===== src/rtl/pwm_multi.sv =====
// Multi-channel PWM: shared prescaler and period counter, edge or center
// aligned, with double-buffered duties that commit at the period boundary.
module pwm_multi #(
  parameter int CLK_FREQ = 1_000_000,
  parameter int PWM_FREQ = 1000,
  parameter int CHANNELS = 4,
  parameter int RES      = 8
) (
  input  logic                     clk,
  input  logic                     rst,
  input  logic [CHANNELS*RES-1:0]  duty_in,
  input  logic                     load,
  input  logic                     center,
  input  logic [CHANNELS-1:0]      en,
  output logic [CHANNELS-1:0]      pwm_out,
  output logic                     period_start,
  output logic                     load_pending
);

  localparam int DIV_RAW = CLK_FREQ / (PWM_FREQ * (2 ** RES));
  localparam int DIV     = (DIV_RAW < 1) ? 1 : DIV_RAW;
  localparam int PW      = (DIV > 1) ? $clog2(DIV) : 1;

  localparam logic [PW-1:0]  PLAST = PW'(DIV - 1);
  localparam logic [PW-1:0]  PONE  = PW'(1);
  localparam logic [RES-1:0] MAX   = '1;
  localparam logic [RES-1:0] ONE   = RES'(1);
  localparam logic [RES-1:0] MAXM1 = MAX - ONE;

  logic [PW-1:0]  presc;
  logic [RES-1:0] cnt;
  logic           dir;
  logic           mode;
  logic           tick;
  logic           bnd;
  logic [RES-1:0] active [CHANNELS];
  logic [RES-1:0] shadow [CHANNELS];

  assign tick = (presc == PLAST);

  // dir is only ever set in center mode, so edge mode just wraps at MAX.
  assign bnd = tick && (mode ? (dir && cnt == ONE) : (cnt == MAX));

  always_ff @(posedge clk) begin
    if (!rst) begin
      presc        <= '0;
      cnt          <= '0;
      dir          <= 1'b0;
      mode         <= 1'b0;
      load_pending <= 1'b0;
      period_start <= 1'b0;
      pwm_out      <= '0;
      for (int i = 0; i < CHANNELS; i++) begin
        active[i] <= '0;
        shadow[i] <= '0;
      end
    end else begin
      presc <= tick ? '0 : presc + PONE;

      if (bnd) begin
        cnt  <= '0;
        dir  <= 1'b0;
        mode <= center;
      end else if (tick) begin
        if (dir) begin
          cnt <= cnt - ONE;
        end else begin
          cnt <= cnt + ONE;
          if (mode && cnt == MAXM1)
            dir <= 1'b1;
        end
      end

      // Commit uses the old shadow even when a load lands on the boundary.
      if (bnd && load_pending)
        for (int i = 0; i < CHANNELS; i++)
          active[i] <= shadow[i];

      if (load) begin
        for (int i = 0; i < CHANNELS; i++)
          shadow[i] <= duty_in[i*RES +: RES];
        load_pending <= 1'b1;
      end else if (bnd) begin
        load_pending <= 1'b0;
      end

      period_start <= bnd;

      for (int i = 0; i < CHANNELS; i++)
        pwm_out[i] <= en[i] && (cnt < active[i]);
    end
  end

endmodule


===== config.mk =====
export PLATFORM = sky130hd
export DESIGN_NAME = pwm_multi
export DESIGN_NICKNAME = d
export VERILOG_FILES = /design/src/rtl/pwm_multi.sv
export SDC_FILE = /design/constraint.sdc
export NUM_CORES = 1
export LEC_CHECK = 0
export ABC_CLOCK_PERIOD_IN_PS = 4570
export CAP_MARGIN = 20
export CELL_PAD_IN_SITES_DETAIL_PLACEMENT = 0
export CELL_PAD_IN_SITES_GLOBAL_PLACEMENT = 1
export CORE_ASPECT_RATIO = 0.5
export CORE_MARGIN = 1
export CORE_UTILIZATION = 45
export DETAILED_ROUTE_END_ITERATION = 8
export HOLD_SLACK_MARGIN = 0.03
export MAX_ROUTING_LAYER = met4
export PLACE_DENSITY_LB_ADDON = 0.1
export SETUP_SLACK_MARGIN = 0.05
export SLEW_MARGIN = 20
export SYNTH_ARGS = -nofsm -noshare
export SYNTH_HDL_FRONTEND = slang
export SYNTH_SLANG_ARGS = --single-unit

===== constraint.sdc =====
create_clock -name clk -period 4.57 [get_ports clk]
set_input_delay 0.914 -clock clk [delete_from_list [all_inputs] [get_ports clk]]
set_output_delay 0.914 -clock clk [all_outputs]
set_load 0.02 [all_outputs]

After elaboration in Yosys (flattened, before gate mapping). Memories as Yosys holds them, arrays and structs flattened. Cells that the tools add are included.

Register bits: 18. Memory bits (writable): 64. Bits of input ports: 40. Memories: 2.

Memories: active (depth 4, bits a word 8, read ports 4, clocked after memory_dff 0, write ports 4, line 36) `logic [RES-1:0] active [CHANNELS];`; shadow (depth 4, bits a word 8, read ports 4, clocked after memory_dff 0, write ports 4, line 37) `logic [RES-1:0] shadow [CHANNELS];`.

$add $sub $neg: 3. Magnitude comparators: 4. Equal/unequal tests: 4. Mux-type cells: 21. Bitwise operators: 9. Reduce and logical (&&, ||, !) cells: 11.

Operators by type and width (number): 8-bit two-way mux (9); 8-bit less-than comparator (4); 8-bit == test, second input constant (2); 1-bit two-way mux (12); 8-bit by 1-bit adder with 8-bit output, second input constant (1); 8-bit by 1-bit == test with 1-bit output, second input constant (1); 1-bit logical AND (8); 1-bit OR (8); 8-bit by 1-bit subtractor with 8-bit output, second input constant (1); 2-bit OR reduction (2); 2-bit by 1-bit adder with 2-bit output, second input constant (1); 2-bit == test, second input constant (1); 2-bit nonzero test (1); 1-bit NOT (1).

Depth between registers and ports, before layout. Gate-level depths: netlist (run 1).

Word-level depth: 9. Depth in mapped cells: 8.

Worst setup path before layout (run 1). Ideal clock, no wire load.

Path type: flip-flop to flip-flop. From: register cnt[3]. To: memory active[0][0], enable pin. Library setup time: 0.466 ns. Arrival time: 3.657 ns. Data required time: 4.104 ns. Setup slack: 0.448 ns. Cell stages (with the launch flop): 5. Buffers on the path: 0. Cell sequence: dfxtp_1 or4b_4 nor4_4 nor2_1 o21ai_0.

RTL lines: start: declaration (line 31) `logic [RES-1:0] cnt;`; start signal: assignment (line 66) `cnt <= cnt - ONE;`; start signal: assignment (line 68) `cnt <= cnt + ONE;`; end: declaration (line 36).

==> metrics list, run 1 <==
- When the netlist entered floorplanning its net count stood at 402.
* Most used cells in the layout excluding fill and tap cells: sky130_fd_sc_hd__edfxtp_1, sky130_fd_sc_hd__clkdlybuf4s50_1, sky130_fd_sc_hd__ha_1
- Die height: 68.5 um
- Once the floorplan was initialized, standard cells occupied 48.0% of the core.
- TritonCTS clock tree: built
* Flops & latches, synth: approximately 80
- Flop pwr share: about 52%
- Data arrives at the worst endpoint at 2.58 ns.
- Of the available clock period, the critical path in the final layout requires approximately 57%.
- Synthesized area: slightly below 0.004 mm^2
* Final setup violation count: 0
- The worst pin sits at a relative slew slack of between 50% and 60%.
- Die width: around 130 um
* Final Hold Violating Endpoints: 0
- Worst supply voltage drop on vdd: between 0.15 and 0.2 mV
- In this design, the stage delay of the slowest critical-path cell is between 0.6 and 0.7 ns.
- Pins Over Slew Limit: 0
- Relative contribution of the clock network to total power: approximately two fifths
- Final weighted congestion in routability-driven placement: 0.747
- Entering global routing, the biggest net connects 39 pins.
- On the final layout, the worst clock skew is ~0.0056 ns.
* Synth cell types: 42
- The post-route netlist has around 7% of its cells at a drive strength greater than 1.
* Sequential share of the synthesized area: a little under three fifths
- Net switching is a little under a quarter of the power.
- Clock slew at the register clock pins of the worst setup and hold paths: 0.06 ns
- Across the run, the number of max-cap violations was 0.
* Input/output buffers: between 40 and 50
- Global routing used 17.3% of the available tracks.
- Number of diodes: 0
- First-pass GRT wire length: ~11000 um
- Top FF cell, synth: sky130_fd_sc_hd__edfxtp_1
* DRC violations left: 0
* Via density per instance: around 4.9
- Post-layout net count: roughly 450
- Cell-internal power: between 0.001 and 0.0015 W
- Count of mapped cells out of synthesis: approximately 330
* Number of gates resized after cts: 0
- Worst min-delay path category: reg2reg
- In this run the static leakage power is 2.12 nW.
* Row count: 23
- The worst setup path is captured at a flop.
- HPWL reported at the end of detailed placement: ~4800 um
- Counting I/O delays and the setup requirement, the final critical path takes around 2.6 ns.
- The area growth from synthesis to layout is 20.8%.
- Leaving out fill and tap cells, the most frequent cell in the layout is sky130_fd_sc_hd__edfxtp_1.
* Number of global-route vias before repair: about 2300
- In this run, post-CTS hold repair placed 0 buffers.
- Type of the worst setup path: reg2reg
* Post-CTS setup buffers: 0
- Number of nets with antenna violations after detailed routing: 0
- Worst-path maximum fanout: 32
- Setup repair after global routing left no endpoint under its margin.
- Upper clock frequency limit: between 300 and 400 MHz
- The clock drives 82 sinks.
- The pre-antenna-repair detailed-routing pass consisted of 4 iterations.
- Yosys mapped a number of flops with a built-in enable equal to 64.
- The number of antenna violations at the first check in global routing was 0.
- Maximum number of buffers from clock root to sink: 2
* Share of flip-flops with an asynchronous set or reset after synthesis: 0%
* Data required time at the worst endpoint: around 4.6 ns
* Sum of internal, switching and leakage power: around 0.0017 W
* Final wirelength: 6830 um
* Mean instance size in the synthesized netlist: roughly 12 um^2
- Clock Tree Root: sky130_fd_sc_hd__clkbuf_16
- The floorplan step defined a die boundary enclosing ~0.0092 mm^2.
- Power spread over the standard cell area amounts to approximately 350 mW/mm^2.
- The total overflow left after global routing is 0.
- Part of the total power dissipated in combinational logic: under 10%
- For this design the total switching power over the nets is 0.000389 W.
- Crit path max-delay cell type: sky130_fd_sc_hd__dfxtp_1
* Outcome: finished clean
- The clock tree synthesis step divided the H-tree into 3 levels.
* Worst-skew pair later-pin latency: 0.33 ns
* Warning count from the yosys run: 0
- Detailed routing inserted a total of about 2400 vias.
- Number of top-level design ports: 46
- Critical path cell sequence: nand4_1 > nor4_1 > nor2_1 > o21ai_2 > buf_4
- Total negative setup slack: 0 ns
* Number of buffers created by CTS: 9
- Tightest Pin Transition: 0.636 ns
- Number of DRC violations after detailed-routing iteration 0: roughly 110
- Total core area: roughly 0.0083 mm^2
- Mean routed wirelength per cell: 13.9 um
- STA classifies the critical path startpoint as a flop.
## worst max-delay path: cells and delay by family, from the launching register on
kind / cells / cell delay, ns
AO/OA/AOI/OAI: 1 / 0.14
buffers and inverters: 1 / 0.37
flip-flops: 1 / 0.68
AND/OR/NAND/NOR: 3 / 1.03
## metrics by stage
stage / hold WS, ns / std cells / area [um^2] / util (%) / setup slack, ns
after floorplan: 0.392 / 329 / 3980 / - / 0.448
after global placement: 0.403 / 475 / 4520 / 54.5 / 1.94
after detailed placement: 0.412 / 475 / 4520 / 54.5 / 1.91
after CTS: 0.421 / 491 / 4800 / 58.0 / 1.96
after global routing: 0.434 / 491 / 4800 / 58.0 / 1.72
final: 0.412 / 491 / 4800 / 58.0 / 1.98
## registers in the layout, indices dropped and copies added (netlist names)
name,count
active,32
presc,2
load_pending,1
dir,1
pwm_out,4
period_start,1
cnt,8
mode,1
shadow,32
## layout make-up
cell class,instances,area [um^2]
fillers,691,3480
flip-flops and latches,82,2280
multi-input cells,200,1500
repair buffers,49,480
clock buffers,9,225
well taps,112,140
inverters,32,120
clock inverters,7,57.6
## Yosys cell counts (all sizes together), types with 2 or more instances
cell type | count | area (um^2)
edfxtp | 64 | 1920
ha | 33 | 413
and2 | 32 | 200
and3 | 32 | 200
inv | 32 | 120
dfxtp | 18 | 360
nor2 | 15 | 56.3
nand2 | 13 | 48.8
clkbuf | 12 | 45.0
o21ai | 7 | 35.0
or3 | 7 | 43.8
nand2b | 6 | 37.5
a211oi | 5 | 37.5
a211o | 4 | 35.0
a21o | 4 | 30.0
a21oi | 4 | 20.0
nand3 | 4 | 20.0
o21a | 4 | 30.0
o22ai | 4 | 25.0
buf | 3 | 33.8
xor2 | 3 | 26.3
and3b | 2 | 17.5
and4b | 2 | 20.0
nor4 | 2 | 27.5
xnor2 | 2 | 17.5
## power by group through the flow
| stage | Clock (W) | Sequential (W) | Combinational, W |
|---|---|---|---|
| 6_report | 0.000676 | 0.000875 | 0.000145 |
| 5_1_grt | 0.000724 | 0.000881 | 0.000164 |
| 4_1_cts | 0.000692 | 0.000875 | 0.000147 |
| 3_5_place_dp | 0 | 0.000892 | 0.000146 |
| 3_3_place_gp | 0 | 0.000890 | 0.000142 |
| 2_1_floorplan | 0 | 0.000884 | 0.0000844 |
## layer usage
layer / share of wire [%] / vias to the layer above / wire length [um] / track usage [%]
met3: 4.8 / 10 / 328 / 5.33
li1: - / 1263 / - / -
met5: 0 / - / 0 / -
met1: 50 / 1100 / 3380 / 21.3
met4: 0.95 / 0 / 65 / 5.06
met2: 45 / 43 / 3050 / 27.6
## cell families (layout without fill, tap and decap cells)
group | Yosys count | in the layout | synth area share [%]
flops | 82 | 82 | 57.4
simple gates | 123 | 123 | 19.0
buf+inv | 47 | 97 | 5.00
xor+xnor | 5 | 5 | 1.10
compound gates | 38 | 38 | 6.83
fa+ha+maj | 33 | 33 | 10.4
mux | 1 | 1 | 0.283
## final timing paths
kind,cells past startpoint,start,slack [ns],endpoint
setup / recovery,5,cnt[3],1.98,active[3][2]
hold reg to reg,1,presc[0],0.41,presc[0]
setup reg to reg,5,cnt[3],1.98,active[3][2]
hold / removal,1,presc[0],0.41,presc[0]
Power figures use the tool's default switching activity.
==> run 2, diff against run 1 <==
--- a/config.mk
+++ b/config.mk
@@ -5,13 +5,13 @@
 export SDC_FILE = /design/constraint.sdc
 export NUM_CORES = 1
 export LEC_CHECK = 0
-export ABC_CLOCK_PERIOD_IN_PS = 4570
+export ABC_CLOCK_PERIOD_IN_PS = 2300
 export CAP_MARGIN = 20
 export CELL_PAD_IN_SITES_DETAIL_PLACEMENT = 0
 export CELL_PAD_IN_SITES_GLOBAL_PLACEMENT = 1
 export CORE_ASPECT_RATIO = 0.5
 export CORE_MARGIN = 1
-export CORE_UTILIZATION = 45
+export CORE_UTILIZATION = 41
 export DETAILED_ROUTE_END_ITERATION = 8
 export HOLD_SLACK_MARGIN = 0.03
 export MAX_ROUTING_LAYER = met4
==> constraint.sdc (replaced) <==
create_clock -name clk -period 2.3 [get_ports clk]
set_input_delay 0.46 -clock clk [delete_from_list [all_inputs] [get_ports clk]]
set_output_delay 0.46 -clock clk [all_outputs]
set_load 0.02 [all_outputs]
==> run 2 against run 1 <==
Sequential share of layout area down 1.2 points. Combinational power rose by 120%. Cell count rose by 5.7%. Non-clock buffer count increased by 10. Clock skew decreased by 0.0024 ns. Critical path type unchanged. Largest cell class unchanged.
==> metrics list, run 2 (same netlist as run 1, synthesis figures left out) <==
- DRC violations left: 0
- Critical path cell sequence: or4b_4 > nor4_4 > nor2_2 > o21ai_4 > buf_12
- Final weighted congestion in routability-driven placement: 0.878
- Number of diodes: 0
- The path class of the tightest hold or removal check is reg2reg.
* Die width: around 140 um
- Total core area: roughly 0.0090 mm^2
- TritonCTS built the clock tree.
* Number of DRC violations after detailed-routing iteration 0: 130
- Max-cap violations in this run came to 0.
- Entering global routing, the biggest net connects 34 pins.
* Crit path max-delay cell type: sky130_fd_sc_hd__or4b_4
* Number of nets with antenna violations after detailed routing: 0
- After the last flow step, the layout net total stands at ~460.
- Final Hold Violating Endpoints: 0
- Upper clock frequency limit: 480 MHz
* Worst-path maximum fanout: 32
* Total negative setup slack: 0 ns
* Die ar.: 0.0101 mm^2
* Number of top-level design ports: between 40 and 50
- The worst setup path is of the reg2reg kind.
* Worst supply voltage drop on vdd: between 0.3 and 0.4 mV
- Normalized max-slew margin: between 50% and 60%
- The number of global-route vias before repair was 2542.
- HPWL reported at the end of detailed placement: roughly 5600 um
- In this run the power density over the cells is between 600 and 700 mW/mm^2.
- For this configuration, the core starts out at a cell density of about 44%.
- Proportion of layout cells with a drive suffix above 1: a little over a tenth
* Deepest level of the CTS H-tree: 3
* Commonest non-fill, non-tap cell in the layout: sky130_fd_sc_hd__edfxtp_1
- Once layout is complete, the utilization of the core stands at 54.7%.
- Post-CTS setup buffers: 0
- First-pass GRT wire length: ~13000 um
* Final period utilization: between 90% and 100%
- Biggest cell delay along the critical path: between 0.5 and 0.6 ns
- Total routing usage reported by global routing: between 10% and 20%
- From synthesis to final layout, the design area changed by 24.3%.
- Summed over all layers, the global routing overflow is 0.
- The clock arrives with roughly 0.0032 ns of skew.
- The pre-antenna-repair detailed-routing pass consisted of 4 iterations.
- Arrival @ worst endpoint: approximately 2.1 ns
* Pins Over Slew Limit: 0
- The layout has 774 filler cells.
- STA classifies the critical path startpoint as a flop.
- In the layout the commonest cells are sky130_fd_sc_hd__edfxtp_1, sky130_fd_sc_hd__clkdlybuf4s50_1, sky130_fd_sc_hd__ha_1.
- For the pin with the worst max-slew slack, the measured transition is between 0.5 and 0.6 ns.
* Largest registers: active x32, shadow x32, cnt x8
* Final wirelength: 7600 um
- The analysis attributes to cell leakage a power of 2.18 nW.
* Total via count in the routed design: 2479
* Storage cell area: ~0.0023 mm^2
- The run finished with clean final reports.
- STA classifies the critical path endpoint as a flop.
* Data required time at the worst endpoint: approximately 2.3 ns
- Row count: 24
* Multi-input combinational cell area: roughly 0.0015 mm^2
- The root buffer cell chosen for the clock tree is sky130_fd_sc_hd__clkbuf_16.
- Clock latency on the worst-skew pair, taken at its later pin, is between 0.3 and 0.4 ns.
- Using the TritonRoute via totals, the vias-per-cell ratio works out to about 4.8.
* Number of buffers created by CTS: 9
- Clock-pin slew was measured on the worst setup and hold paths at approximately 0.06 ns.
* Maximum number of buffers from clock root to sink: 2
- The smallest clock period supported by the final layout is computed as about 2.1 ns.
* Number of buffers inserted for hold repair after clock tree synthesis: 0
- Measured along the y axis, the die boundary spans 71.6 um.
- Setup repair after global routing left no endpoint under its margin.
* Input/output buffers: between 40 and 50
* Final setup violation count: 0
* Antenna violations before repair: 0
- The clock drives a little over 80 sinks.
- Dividing the detail-routed wire length by the instance count gives 14.6 um.
-- run 2: cell types whose count changed in the layout (fill, tap and decap cells not counted), sizes merged --
cell	previous run	this run
buf	4	14
clkbuf	9	10
clkinv	1	0
clkinvlp	1	3
inv	37	35
-- run 2: repair_timing --
action | in CTS | in global routing
endpoints found under the hold margin | 0 | 0
gates resized for setup | 0 | 1
endpoints found under the setup margin | 0 | 25
-- run 2: cell type report --
| type | instances | share of cell area, % |
|---|---|---|
| inverter | 32 | 2.43 |
| multi-input combinational | 200 | 30.6 |
| sequential | 82 | 46.3 |
| tap | 130 | 3.29 |
| clock buffer | 10 | 4.63 |
| clock inverter | 6 | 0.988 |
| timing repair buffer | 59 | 11.7 |
-- run 2: metal layers --
| layer | vias up | routed length, um | track usage [%] |
|---|---|---|---|
| met5 | - | 0 | - |
| met4 | 0 | 74 | 4.11 |
| met3 | 8 | 286 | 5.21 |
| met2 | 48 | 3200 | 26.2 |
| met1 | 1142 | 4040 | 24.0 |
| li1 | 1281 | - | - |
-- run 2: metrics by stage --
stage	hold slack (ns)	std cells	area [um^2]	setup slack, ns	power, W
2_1_floorplan	0.392	329	4000	0.0649	0.00192
3_3_place_gp	0.399	503	4660	0.299	0.00207
3_5_place_dp	0.412	503	4660	0.222	0.00209
4_1_cts	0.421	519	4940	0.191	0.00340
5_1_grt	0.446	519	4940	0.120	0.00352
6_report	0.413	519	4940	0.216	0.00338
-- run 2: path summary, 6_finish.rpt --
path / startpoint / end / slack [ns] / cells past startpoint
worst max-delay path: cnt[3] / active[3][3] / 0.22 / 5
worst min-delay path: presc[0] / presc[0] / 0.41 / 1
worst max register to register: cnt[3] / active[3][3] / 0.22 / 5
worst min register to register: presc[0] / presc[0] / 0.41 / 1
-- run 2: report_power, final --
part	internal (W)	total (W)	switching, W
Clock	0.000742	0.00132	0.000582
Sequential	0.00169	0.00173	0.0000376
Combinational	0.000173	0.000321	0.000149
-- run 2: worst max-delay path, delay by kind of cell, from the launching register on --
kind | cells | cell delay, ns
flip-flops | 1 | 0.40
AO/OA/AOI/OAI | 1 | 0.18
AND/OR/NAND/NOR | 3 | 0.96
buffers and inverters | 1 | 0.22
==> run 3, diff against run 2 <==
--- a/config.mk
+++ b/config.mk
@@ -10,12 +10,12 @@
 export CELL_PAD_IN_SITES_DETAIL_PLACEMENT = 0
 export CELL_PAD_IN_SITES_GLOBAL_PLACEMENT = 1
 export CORE_ASPECT_RATIO = 0.5
-export CORE_MARGIN = 1
+export CORE_MARGIN = 2
 export CORE_UTILIZATION = 41
 export DETAILED_ROUTE_END_ITERATION = 8
 export HOLD_SLACK_MARGIN = 0.03
 export MAX_ROUTING_LAYER = met4
-export PLACE_DENSITY_LB_ADDON = 0.1
+export PLACE_DENSITY = 0.86
 export SETUP_SLACK_MARGIN = 0.05
 export SLEW_MARGIN = 20
 export SYNTH_ARGS = -nofsm -noshare
==> run 3 against run 2 <==
Sequential power is essentially flat. Largest cell class unchanged. Cell area shrank 0.43%. Combinational power shrank 3%. Cell count grew 0.19%. Die area grew 4.2%. Wire length shrank 2.7%. Critical path type unchanged. Core utilization shrank 2.6 points. Non-clock buffer count shrank 4. Flip-flop and latch count is the same.
==> metrics list, run 3 (same netlist as run 1, synthesis figures left out) <==
* Buffers and inverters on the worst path: 1
* Critical path destination: active[2][3]
- Tightest Pin Transition: approximately 0.65 ns
- The cell family contributing the most delay on the critical path is simple AND/OR/NAND/NOR gates.
- Entering global routing, the biggest net connects 45 pins.
* Type of the worst setup path: reg2reg
- For the worst flop-to-flop path, the logic depth is 6.
- The die is around 140 um wide.
- Pins Over Slew Limit: 0
* Layout-stage area growth over the synthesis result: 23.8%
- The layout has around 840 filler cells.
* Maximum number of buffers from clock root to sink: 2
- Setup repair after global routing left no endpoint under its margin.
* Antenna violations before repair: 0
- Data required time at the worst endpoint: approximately 2.3 ns
- In the routed layout, each cell is associated on average with a via count of roughly 4.8.
- Nature of the critical path startpoint: flop
* Number of diodes: 0
- Among all stages on the critical path, the largest delay is contributed by sky130_fd_sc_hd__dfxtp_1.
* Arrival @ worst endpoint: approximately 2.1 ns
* Worst supply voltage drop on vdd: roughly 0.31 mV
* Total via count in the routed design: approximately 2500
- For this configuration, the core starts out at a cell density of roughly 42%.
* Final setup violation count: 0
- Number of top-level design ports: between 40 and 50
* Upper clock frequency limit: 483 MHz
- In this run the register-to-register setup slack is about 0.23 ns.
- Input and output buffers added on the ports amount to 45.
- Once detail routing completed, the nets flagged for antenna violations numbered 0.
* Total core area: about 0.0094 mm^2
- In this run the tightest slew margin relative to its limit is 56.2%.
* Die height: between 70 and 80 um
- Launch point of the worst hold path: presc[0]
- The die covers 0.0105 mm^2.
* Biggest cell delay along the critical path: between 0.5 and 0.6 ns
* Worst-path maximum fanout: 32
* Leakage component of the power: 2.17 nW
- Once detailed placement completed, the half-perimeter wirelength came to ~5300 um.
- Stages on the worst setup path: 6
- Largest registers: active x32, shadow x32, cnt x8
- Setup total negative slack on the finished layout was measured at 0 ns.
- The design draws 0.00333 W.
- CTS placed an instance of sky130_fd_sc_hd__clkbuf_16 at the clock tree root.
- In this run the worst setup path begins at cnt[0].
- Worst r2r src: cnt[0]
- In the layout the commonest cells are sky130_fd_sc_hd__edfxtp_1, sky130_fd_sc_hd__clkdlybuf4s50_1, sky130_fd_sc_hd__ha_1.
* First-pass iteration count of the detailed router: 4
* Worst min-delay path category: reg2reg
* Row count: 25
* Number of instances in the placed design: between 500 and 600
- In the final design database the tool counted 453 nets.
- Critical path cell sequence: ha_1 > nand4b_1 > nor4_4 > nor2_2 > o21ai_4 > buf_12
- Across the run, the number of max-cap violations was 0.
- Minimum period implied by the final worst setup slack: around 2.1 ns
- The count of final hold-check violations is 0.
* Deepest level of the CTS H-tree: 3
- The library cell used most frequently in the layout, excluding fill and tap cells, is sky130_fd_sc_hd__edfxtp_1.
* Number of gates resized after cts: 0
- The flow ran to the end, and the final reports show no timing, DRC or antenna violations.
* Total routing usage reported by global routing: between 10% and 20%
- Kind of end point of the critical path: flop
- Number of global-route vias before repair: 2469
* Post-CTS setup buffers: 0
- Hold repair after CTS inserted 0 buffers.
* Clock slew at the register clock pins of the worst setup and hold paths: around 0.060 ns
* Worst-skew pair later-pin latency: between 0.3 and 0.4 ns
- Clock skew on the completed layout was measured at around 0.0047 ns.
- TritonCTS clock tree: built
- Total congestion overflow: 0
- Count of placed standard cells in the final layout, fillers left out: 520
- Worst hold path depth: 1
- Number of DRC violations after detailed-routing iteration 0: 177
- CTS sink cnt: just over 80
* Endpoint of the most critical register-to-register path: active[2][3]
- DRC violations left: 0
- The first global-routing pass estimated ~12000 um of wire.
* Proportion of layout cells with a drive suffix above 1: 9.09%
* Final period utilization: 90.0%
- Routability-driven placement finished with a final weighted congestion of ~0.8.
* Number of buffers created by CTS: 9
- For this design the ratio of total power to cell area is between 600 and 700 mW/mm^2.
- Mean routed wirelength per cell: 14.2 um
* Final wirelength: between 7000 and 8000 um
[run 3: cell types whose count changed in the layout (fill, tap and decap cells not counted), sizes merged]
cell,change
clkinv,+6
buf,-4
clkinvlp,-3
inv,-2
clkbuf,-1
[run 3: worst min-delay path by stage]
stage,end
2_1_floorplan,presc[0]
3_3_place_gp,presc[0]
3_5_place_dp,presc[0]
4_1_cts,presc[0]
5_1_grt,presc[0]
6_report,presc[0]
[run 3: routing by layer]
layer / GRT usage (%) / share of wire [%]
met5: - / 0
met1: 20.7 / 49
met2: 24.0 / 44
met3: 5.02 / 3.9
met4: 7.52 / 2.2
[run 3: cell type report]
class                      count  area (um^2)  area share [%]
multi-input combinational    200         1510            30.8
sequential                    82         2280            46.4
clock inverter                 7         43.8           0.890
timing repair buffer          55          563            11.4
clock buffer                   9          225            4.58
tap                          135          169            3.43
inverter                      32          120            2.44
[run 3: where the power goes]
part	internal, W	switching, W	total, W
Combinational	0.000168	0.000144	0.000312
Sequential	0.00169	0.0000403	0.00173
Clock	0.000726	0.000565	0.00129
[run 3: metrics by stage]
stage	area (um^2)	utilization (%)	hold slack [ns]	worst slack, ns
finish	4920	52.1	0.415	0.230
global route	4920	52.1	0.426	0.113
CTS	4920	52.1	0.418	0.231
detailed placement	4650	49.2	0.409	0.257
global placement	4650	49.2	0.400	0.285
floorplan	4000	-	0.392	0.0649
